===== src/rtl/password_programmer_if.sv =====
// Keypad-side inputs and memory-write/status outputs of the password programmer.
interface password_programmer_if #(
    parameter int unsigned ADDR_W = 2
);
    logic [3:0]        PassInp;
    logic              LoadPassNumber;
    logic              ProgEn;
    logic [ADDR_W-1:0] MemAddr;
    logic [3:0]        MemData;
    logic              MemWe;
    logic              Busy;
    logic              Done;
    logic              Err;

    modport master (
        output PassInp, LoadPassNumber, ProgEn,
        input  MemAddr, MemData, MemWe, Busy, Done, Err
    );

    modport slave (
        input  PassInp, LoadPassNumber, ProgEn,
        output MemAddr, MemData, MemWe, Busy, Done, Err
    );
endinterface


===== src/rtl/password_programmer.sv =====
// Collects a password and its confirmation from the keypad, then writes the
// digits into the password RAM one at a time with a fixed hold after each pulse.
module password_programmer #(
    parameter int unsigned DIGITS   = 4,
    parameter int unsigned ADDR_W   = 2,
    parameter int unsigned WAIT_CYC = 2
) (
    input  logic                 clk,
    input  logic                 rst,
    password_programmer_if.slave bus
);
    localparam int unsigned       WCNT_W = (WAIT_CYC > 1) ? $clog2(WAIT_CYC) : 1;
    localparam logic [ADDR_W-1:0] LAST   = ADDR_W'(DIGITS - 1);
    localparam logic [WCNT_W-1:0] WLAST  = WCNT_W'(WAIT_CYC - 1);

    typedef enum logic [2:0] {
        S_IDLE, S_ENTRY, S_CONFIRM, S_CHECK, S_WRITE, S_HOLD, S_DONE
    } state_e;

    state_e                 state_q, state_d;
    logic [DIGITS-1:0][3:0] nbuf_q, nbuf_d, cbuf_q, cbuf_d;
    logic [ADDR_W-1:0]      cnt_q, cnt_d, idx_q, idx_d, addr_q, addr_d;
    logic [ADDR_W-1:0]      idx_inc_c;
    logic [WCNT_W-1:0]      wcnt_q, wcnt_d;
    logic [3:0]             data_q, data_d;
    logic                   ld_q;
    logic                   we_q, we_d, busy_q, busy_d, done_q, done_d, err_q, err_d;
    logic                   strobe_c;

    // Rising edge of the strobe; ld_q resets low so a strobe held through reset counts once.
    assign strobe_c  = bus.LoadPassNumber & ~ld_q;
    assign idx_inc_c = idx_q + 1'b1;

    always_ff @(posedge clk or negedge rst) begin
        if (!rst) begin
            state_q <= S_IDLE;
            nbuf_q  <= '0;
            cbuf_q  <= '0;
            cnt_q   <= '0;
            idx_q   <= '0;
            wcnt_q  <= '0;
            addr_q  <= '0;
            data_q  <= '0;
            ld_q    <= 1'b0;
            we_q    <= 1'b0;
            busy_q  <= 1'b0;
            done_q  <= 1'b0;
            err_q   <= 1'b0;
        end else begin
            state_q <= state_d;
            nbuf_q  <= nbuf_d;
            cbuf_q  <= cbuf_d;
            cnt_q   <= cnt_d;
            idx_q   <= idx_d;
            wcnt_q  <= wcnt_d;
            addr_q  <= addr_d;
            data_q  <= data_d;
            ld_q    <= bus.LoadPassNumber;
            we_q    <= we_d;
            busy_q  <= busy_d;
            done_q  <= done_d;
            err_q   <= err_d;
        end
    end

    // Outputs are set on the transition into the state that owns them.
    always_comb begin
        state_d = state_q;
        nbuf_d  = nbuf_q;
        cbuf_d  = cbuf_q;
        cnt_d   = cnt_q;
        idx_d   = idx_q;
        wcnt_d  = wcnt_q;
        addr_d  = addr_q;
        data_d  = data_q;
        we_d    = 1'b0;
        done_d  = done_q;
        err_d   = err_q;

        case (state_q)
            S_IDLE: begin
                if (bus.ProgEn) begin
                    state_d = S_ENTRY;
                    done_d  = 1'b0;
                    err_d   = 1'b0;
                    cnt_d   = '0;
                end
            end
            S_ENTRY, S_CONFIRM: begin
                if (!bus.ProgEn) begin
                    state_d = S_IDLE;
                    err_d   = 1'b1;
                end else if (strobe_c) begin
                    if (state_q == S_ENTRY) nbuf_d[cnt_q] = bus.PassInp;
                    else                    cbuf_d[cnt_q] = bus.PassInp;
                    if (cnt_q == LAST) begin
                        cnt_d   = '0;
                        state_d = (state_q == S_ENTRY) ? S_CONFIRM : S_CHECK;
                    end else begin
                        cnt_d = cnt_q + 1'b1;
                    end
                end
            end
            S_CHECK: begin
                if (nbuf_q == cbuf_q) begin
                    state_d = S_WRITE;
                    idx_d   = '0;
                    we_d    = 1'b1;
                    addr_d  = '0;
                    data_d  = nbuf_q[0];
                end else begin
                    state_d = S_IDLE;
                    err_d   = 1'b1;
                end
            end
            S_WRITE: begin
                state_d = S_HOLD;
                wcnt_d  = '0;
            end
            S_HOLD: begin
                if (wcnt_q == WLAST) begin
                    if (idx_q == LAST) begin
                        state_d = S_DONE;
                        done_d  = 1'b1;
                    end else begin
                        state_d = S_WRITE;
                        idx_d   = idx_inc_c;
                        we_d    = 1'b1;
                        addr_d  = idx_inc_c;
                        data_d  = nbuf_q[idx_inc_c];
                    end
                end else begin
                    wcnt_d = wcnt_q + 1'b1;
                end
            end
            S_DONE: state_d = S_IDLE;
            default: begin
                state_d = S_IDLE;
                addr_d  = '0;
                data_d  = '0;
                done_d  = 1'b0;
                err_d   = 1'b0;
            end
        endcase

        busy_d = (state_d != S_IDLE);
    end

    assign bus.MemAddr = addr_q;
    assign bus.MemData = data_q;
    assign bus.MemWe   = we_q;
    assign bus.Busy    = busy_q;
    assign bus.Done    = done_q;
    assign bus.Err     = err_q;
endmodule

===== src/flat_wrapper.sv =====
// flat-port wrapper written by rule: the top's interface ports become plain ports
module password_programmer_flat 
#(
    parameter int unsigned DIGITS   = 4,
    parameter int unsigned ADDR_W   = 2,
    parameter int unsigned WAIT_CYC = 2
)
  (clk, rst, bus_PassInp, bus_LoadPassNumber, bus_ProgEn, bus_MemAddr, bus_MemData, bus_MemWe, bus_Busy, bus_Done, bus_Err);
  password_programmer_if #(.ADDR_W(ADDR_W)) bus_i ();
  input  logic clk;
  input  logic rst;
  input wire logic [$bits(bus_i.PassInp)-1:0] bus_PassInp;
  input wire logic [$bits(bus_i.LoadPassNumber)-1:0] bus_LoadPassNumber;
  input wire logic [$bits(bus_i.ProgEn)-1:0] bus_ProgEn;
  output wire logic [$bits(bus_i.MemAddr)-1:0] bus_MemAddr;
  output wire logic [$bits(bus_i.MemData)-1:0] bus_MemData;
  output wire logic [$bits(bus_i.MemWe)-1:0] bus_MemWe;
  output wire logic [$bits(bus_i.Busy)-1:0] bus_Busy;
  output wire logic [$bits(bus_i.Done)-1:0] bus_Done;
  output wire logic [$bits(bus_i.Err)-1:0] bus_Err;
  assign bus_i.PassInp = bus_PassInp;
  assign bus_i.LoadPassNumber = bus_LoadPassNumber;
  assign bus_i.ProgEn = bus_ProgEn;
  assign bus_MemAddr = bus_i.MemAddr;
  assign bus_MemData = bus_i.MemData;
  assign bus_MemWe = bus_i.MemWe;
  assign bus_Busy = bus_i.Busy;
  assign bus_Done = bus_i.Done;
  assign bus_Err = bus_i.Err;
  password_programmer #(.DIGITS(DIGITS), .ADDR_W(ADDR_W), .WAIT_CYC(WAIT_CYC)) u_core (.clk(clk), .rst(rst), .bus(bus_i));
endmodule

===== config.mk =====
export PLATFORM = sky130hd
export DESIGN_NAME = password_programmer_flat
export DESIGN_NICKNAME = d
export VERILOG_FILES = /design/src/rtl/password_programmer_if.sv /design/src/rtl/password_programmer.sv /design/src/flat_wrapper.sv
export SDC_FILE = /design/constraint.sdc
export NUM_CORES = 1
export LEC_CHECK = 0
export BUFFER_PORTS_ARGS = -buffer_cell sky130_fd_sc_hd__clkbuf_2
export CORE_MARGIN = 3
export CORE_UTILIZATION = 62
export CTS_BUF_LIST = sky130_fd_sc_hd__clkbuf_4 sky130_fd_sc_hd__clkbuf_8
export DETAILED_ROUTE_END_ITERATION = 8
export PLACE_DENSITY = 0.82
export SYNTH_ARGS = -nofsm -noshare
export SYNTH_HDL_FRONTEND = slang
export SYNTH_SLANG_ARGS = --single-unit

===== constraint.sdc =====
create_clock -name clk -period 2.2 [get_ports clk]
set_input_delay 0.11 -clock clk [delete_from_list [all_inputs] [get_ports clk]]
set_output_delay 0.11 -clock clk [all_outputs]
set_load 0.05 [all_outputs]

==> results.json, run 1 <==
{
  "cp_cell_sequence": "xor2_1 > nor4_2 > nand4_2 > or3_4 > o211a_1",
  "grt_pass1_wl_mm": 9.39,
  "slew_violations": 0,
  "hpwlAfterDp_mm": 4.00,
  "clk_pin_slew_ns": 0.09,
  "die_x_um": 70.2,
  "hold_violations": 0,
  "grt_remaining_overflow": 0,
  "synth_fa_ha_area_frac": 0.0284,
  "placedCellCount": 278,
  "yosys_warnings": 0,
  "htree_levels": 2,
  "diodes": 0,
  "synth_edf_count": 0,
  "fin_cells": 288,
  "yosys.area_share.simple": 0.129,
  "cts_tree": "done",
  "drive_gt1_frac": 0.279,
  "drc": 0,
  "yosys_register_bits": 51,
  "tightest_slew_ns": 0.616,
  "max_freq_mhz": 507,
  "r2r_setup_slack_ns": 0.23,
  "worst_setup_path_end_kind": "flop",
  "finalSetupViolations": 0,
  "grt_pass1_vias": 1892,
  "crit_path_max_incr_delay_ns": 0.43,
  "antenna_found_initial": 0,
  "cts_resized": 0,
  "totalWireLength_mm": 5.34,
  "worst_setup_path_start_kind": "flop",
  "cts_made_buffers": 5,
  "num_rows": 22,
  "critPathMaxFanout": 8,
  "crit_arrival_ns": 2.16,
  "synthToLayoutAreaGrowth_pct": 10.3,
  "relSlewSlack": 0.585,
  "power.density_nw_per_um2": 868,
  "initial_utilization": 0.667,
  "io_pins": 18,
  "period_share": 0.897,
  "synth.distinct_cells": 46,
  "critPathBufInv": 0,
  "critPathRequiredTime_ns": 2.39,
  "synth_top_area_frac": 0.500,
  "via_per_inst": 6.37,
  "synthCells": 214,
  "syn_area_per_cell_um2": 11.9,
  "antenna_left": 0,
  "gp_congestion": 0.900,
  "drt_pass1_iterations": 4,
  "max_cap_violations": 0,
  "track_usage": 0.243,
  "ctsLongestPathBuffers": 2,
  "vdd_drop_max_v": 0.000585,
  "synth_top_cell_by_area": "dfrtp_1",
  "status": "complete, no violations",
  "tns_ns": 0,
  "cts_root_buf": "clkbuf_8",
  "critPathKind": "reg -> reg",
  "ys_seq_area_frac": 0.500,
  "syn-cell-area_um2": 2550,
  "grt_max_degree": 33,
  "rsz0062_at_grt": "false",
  "wire_per_inst_um": 18.6,
  "die_area_um2": 4930,
  "final_net_count": 252,
  "fin_crit_ns": 1.97,
  "synth_xor_area_frac": 0.0549,
  "synthMuxAreaShare": 0.163,
  "n_fill_cell": 254,
  "clk_latency_ns": 0.30,
  "critPathSlowestCell": "or3_4",
  "cts.sink_count": 51,
  "core-area_um2": 3830,
  "cpLargestDelayFamily": "simple AND/OR/NAND/NOR gates",
  "leakage_nw": 1.42,
  "worst_hold_path_type": "in -> reg",
  "drt_iter0_markers": 225,
  "postSynth.asyncResetShare": 1.00,
  "vias": 1835,
  "numPortBuffers": 17,
  "synth.top_cells.by_area": "dfrtp_1 50%, mux2_2 12%, xor2_1 5.5%, mux2_1 4.0%, nand2_1 2.5%",
  "synth_top_family_by_area": "multiplexers",
  "die_h_um": 70.2,
  "synth-compound-area-share": 0.108,
  "syn-num-nets": 227,
  "skew_ns": 0.00763,
  "synth_ff_type": "dfrtp_1"
}
## layer usage
| layer | vias to the layer above | part of all wire | GRT usage |
|---|---|---|---|
| met3 | 16 | 0.057 | 0.0504 |
| met1 | 918 | 0.45 | 0.345 |
| met2 | 69 | 0.47 | 0.377 |
| li1 | 832 | - | - |
| met5 | - | 0 | 0 |
| met4 | 0 | 0.023 | 0.0745 |
## placed cells by master (no fill, tap or decap), types with 5 or more instances in the layout
cell type,Yosys,routed
mux2_1,9,9
a21oi_1,10,10
nand2_1,17,17
mux2_2,28,28
ha_1,5,5
xor2_1,16,16
inv_1,6,6
dfrtp_1,51,51
clkbuf_8,0,5
nor2_1,9,9
clkbuf_2,0,17
## synthesized netlist by cell type, drive strengths merged (2+ instances only)
master,instances
nor3b,4
o22ai,2
o21bai,2
nor2,9
or2,2
a221o,4
a31oi,2
xor2,16
and3,4
a31o,2
nand2b,3
ha,5
inv,6
mux2,37
dfrtp,51
or3,2
clkbuf,4
nor2b,2
a21oi,11
o2bb2ai,4
nand2,17
o21ai,5
nor4,4
## layout make-up
| class | count | area (um^2) | area share |
|---|---|---|---|
| clock inverter | 2 | 12.5 | 0.00444 |
| tap | 48 | 60.1 | 0.0213 |
| multi-input combinational | 152 | 1230 | 0.438 |
| timing repair buffer | 23 | 135 | 0.0480 |
| inverter | 6 | 22.5 | 0.00799 |
| clock buffer | 6 | 76.3 | 0.0271 |
| sequential | 51 | 1280 | 0.453 |
## metrics by stage
| step | cell area (um^2) | worst slack, ns | hold slack [ns] | util | power, mW |
|---|---|---|---|---|---|
| 5_1_grt | 2820 | 0.0968 | 0.157 | 0.736 | 2.58 |
| 3_5_place_dp | 2710 | 0.238 | 0.102 | 0.708 | 1.92 |
| 4_1_cts | 2820 | 0.221 | 0.141 | 0.736 | 2.45 |
| 6_report | 2820 | 0.226 | 0.150 | 0.736 | 2.45 |
| 2_1_floorplan | 2550 | 0.489 | -0.186 | - | 1.72 |
| 3_3_place_gp | 2710 | 0.328 | 0.0961 | 0.708 | 1.89 |
## cells by family after synthesis
| family | count (synthesis) |
|---|---|
| adders and majority gates | 6 |
| DFF | 51 |
| xor gates and xnor gates | 16 |
| buffers and inverters | 11 |
| AOI/OAI and AO/OA | 39 |
| muxes | 37 |
| and+or+nand+nor | 54 |
## power breakdown
part	total, mW	switching [mW]	internal (mW)
clock network	0.531	0.296	0.235
registers	1.25	0.163	1.09
logic	0.662	0.372	0.290
## timing repair
| action | 4_1_cts | 5_1_grt |
|---|---|---|
| hold endpoints to repair | 52 | 0 |
| buffers inserted | 0 | 0 |
| hold buffers | 2 | 0 |
## state kept, by name, indices dropped and copies added (netlist names)
| name | count |
|---|---|
| u_core.bus.MemWe | 1 |
| u_core.bus.Done | 1 |
| u_core.bus.MemAddr | 2 |
| u_core.bus.Busy | 1 |
| u_core.bus.MemData | 4 |
| u_core.bus.Err | 1 |
| u_core.cnt_q | 2 |
| u_core.wcnt_q | 1 |
| u_core.nbuf_q | 16 |
| u_core.idx_q | 2 |
| u_core.state_q | 3 |
| u_core.ld_q | 1 |
| u_core.cbuf_q | 16 |
## path summary, 6_finish.rpt
check,startpoint,endpoint,depth (start not counted)
worst max-delay path,u_core.nbuf_q[11]$_DFFE_PN0P_,u_core.bus.Err$_DFFE_PN0P_,5
worst min-delay path,bus_PassInp[3],u_core.cbuf_q[15]$_DFFE_PN0P_,2
worst max register to register,u_core.nbuf_q[11]$_DFFE_PN0P_,u_core.bus.Err$_DFFE_PN0P_,5
worst min register to register,u_core.cbuf_q[13]$_DFFE_PN0P_,u_core.cbuf_q[13]$_DFFE_PN0P_,1
max in group asynchronous,rst,u_core.state_q[0]$_DFF_PN0_,3
min in group asynchronous,rst,u_core.cbuf_q[11]$_DFFE_PN0P_,3
Note: power is estimated with default switching activity, not from simulation.
==> inputs of run 2 (changes only) <==
--- a/config.mk
+++ b/config.mk
@@ -7,10 +7,9 @@
 export LEC_CHECK = 0
 export BUFFER_PORTS_ARGS = -buffer_cell sky130_fd_sc_hd__clkbuf_2
 export CORE_MARGIN = 3
-export CORE_UTILIZATION = 62
-export CTS_BUF_LIST = sky130_fd_sc_hd__clkbuf_4 sky130_fd_sc_hd__clkbuf_8
+export CORE_UTILIZATION = 59
 export DETAILED_ROUTE_END_ITERATION = 8
-export PLACE_DENSITY = 0.82
+export PLACE_DENSITY = 0.78
 export SYNTH_ARGS = -nofsm -noshare
 export SYNTH_HDL_FRONTEND = slang
 export SYNTH_SLANG_ARGS = --single-unit
==> results.json, run 2 (same netlist as run 1, synthesis figures left out) <==
{
  "status": "complete, no violations",
  "fin_crit_ns": 1.92,
  "worst_hold_path_type": "in -> reg",
  "relSlewSlack": 0.602,
  "die_area_um2": 5150,
  "routed.top_layer": "met4",
  "num_rows": 23,
  "fin_cells": 291,
  "worst_setup_path_end_kind": "flop",
  "drt_iter0_markers": 102,
  "cp_cell_sequence": "ha_1 > and3b_1 > o21ai_0 > a21oi_2 > a221o_1",
  "placedCellCount": 281,
  "critPathRequiredTime_ns": 2.38,
  "seqPwrFrac": 0.495,
  "clk_latency_ns": 0.30,
  "p_int_mw": 1.67,
  "cts.sink_count": 51,
  "track_usage": 0.212,
  "crit_path_max_incr_delay_ns": 0.50,
  "critPathKind": "reg -> reg",
  "cpLargestDelayFamily": "compound AO/OA/AOI/OAI gates",
  "leakage_nw": 1.43,
  "clk_pin_slew_ns": 0.09,
  "final_cell_mix": "51 x dfrtp_1, 28 x mux2_2, 17 x nand2_1, 17 x clkbuf_2, 16 x xor2_1",
  "critPathMaxFanout": 5,
  "die_h_um": 71.8,
  "skew_ns": 0.00995,
  "vdd_drop_max_v": 0.000571,
  "hp-start": "bus_PassInp[2]",
  "vias": 1733,
  "gp_congestion": 0.828,
  "met1_length_mm": 2.33,
  "tightest_slew_ns": 0.591,
  "drc": 0,
  "cts_made_buffers": 5,
  "p_switching_uw": 817,
  "p_clk_frac": 0.234,
  "r2r-start": "u_core.idx_q[0]$_DFFE_PN0P_",
  "final_net_count": 253,
  "antenna_left": 0,
  "core-area_um2": 4090,
  "finalSetupViolations": 0,
  "grt_pass1_vias": 1691,
  "tns_ns": 0,
  "worstSetupStartpoint": "u_core.idx_q[0]$_DFFE_PN0P_",
  "cts_tree": "done",
  "initial_utilization": 0.625,
  "grt_remaining_overflow": 0,
  "hold_violations": 0,
  "grt_pass1_wl_mm": 8.41,
  "hpwlAfterDp_mm": 3.79,
  "crit_arrival_ns": 2.10,
  "numPortBuffers": 17,
  "max_cap_violations": 0,
  "switching_share": 0.328,
  "cts_root_buf": "clkbuf_8",
  "worst_setup_path_start_kind": "flop",
  "htree_levels": 2,
  "cts_resized": 0,
  "grt_max_degree": 20,
  "drive_gt1_frac": 0.282,
  "route.met2.wl_mm": 2.48,
  "critPathBufInv": 0,
  "via_per_inst": 5.96,
  "critPathSlowestCell": "o21ai_0",
  "rsz0062_at_grt": "false",
  "synthToLayoutAreaGrowth_pct": 11.3,
  "slew_violations": 0,
  "r2r_setup_slack_ns": 0.28,
  "diodes": 0,
  "post_cts_buffers": 0,
  "totalWireLength_mm": 5.05,
  "wl_met3_um": 174,
  "wire_per_inst_um": 17.4,
  "max_freq_mhz": 521,
  "io_pins": 18,
  "layout_commonest_cell": "dfrtp_1",
  "period_share": 0.872,
  "drt_pass1_iterations": 4,
  "power.density_nw_per_um2": 876,
  "antenna_found_initial": 0,
  "die_x_um": 71.8,
  "p_comb_frac": 0.271,
  "ctsLongestPathBuffers": 2
}
[run 2: cell types whose count changed in the layout (fill, tap and decap cells not counted)]
cell	change
buf_4	+1
clkbuf_4	-1
clkinv_2	-1
clkbuf_8	+2
[run 2: area by class of cell]
type / count / area, um^2
Clock inverter: 1 / 7.51
Timing Repair Buffer: 24 / 143
Fill cell: 306 / 1240
Multi-Input combinational cell: 152 / 1230
Tap cell: 50 / 62.6
Inverter: 6 / 22.5
Sequential cell: 51 / 1280
Clock buffer: 7 / 96.3
[run 2: routing by layer]
| metal | GRT usage | up-vias |
|---|---|---|
| met4 | 0.0522 | 0 |
| met5 | 0 | - |
| li1 | - | 828 |
| met3 | 0.0337 | 7 |
| met2 | 0.338 | 34 |
| met1 | 0.306 | 864 |
[run 2: metrics by stage]
stage / setup slack [ns] / hold WS, ns / util / area (um^2) / power (mW)
after floorplan: 0.489 / -0.186 / - / 2550 / 1.72
after detailed placement: 0.272 / 0.0904 / 0.665 / 2720 / 1.92
after global placement: 0.302 / 0.0801 / 0.665 / 2720 / 1.90
after CTS: 0.267 / 0.143 / 0.696 / 2840 / 2.51
after global routing: 0.183 / 0.156 / 0.696 / 2840 / 2.62
final: 0.282 / 0.139 / 0.696 / 2840 / 2.49
[run 2: power by group through the flow]
stage | logic [mW] | clock network, mW | registers (mW)
after floorplan | 0.437 | 0 | 1.28
after global routing | 0.737 | 0.628 | 1.26
final | 0.674 | 0.582 | 1.23
after CTS | 0.680 | 0.599 | 1.23
after global placement | 0.655 | 0 | 1.24
after detailed placement | 0.671 | 0 | 1.25
[run 2: timing repair]
action	in CTS	in global routing
hold buffers	2	0
hold endpoints to repair	18	0
endpoints found under the setup margin	0	0
[run 2: final timing paths]
check | to | depth (start not counted)
max | u_core.bus.MemData[0]$_DFFE_PN0P_ | 5
min | u_core.cbuf_q[14]$_DFFE_PN0P_ | 2
max reg2reg | u_core.bus.MemData[0]$_DFFE_PN0P_ | 5
min reg2reg | u_core.cbuf_q[14]$_DFFE_PN0P_ | 1
max in group asynchronous | u_core.cbuf_q[13]$_DFFE_PN0P_ | 3
min in group asynchronous | u_core.bus.Done$_DFFE_PN0P_ | 2
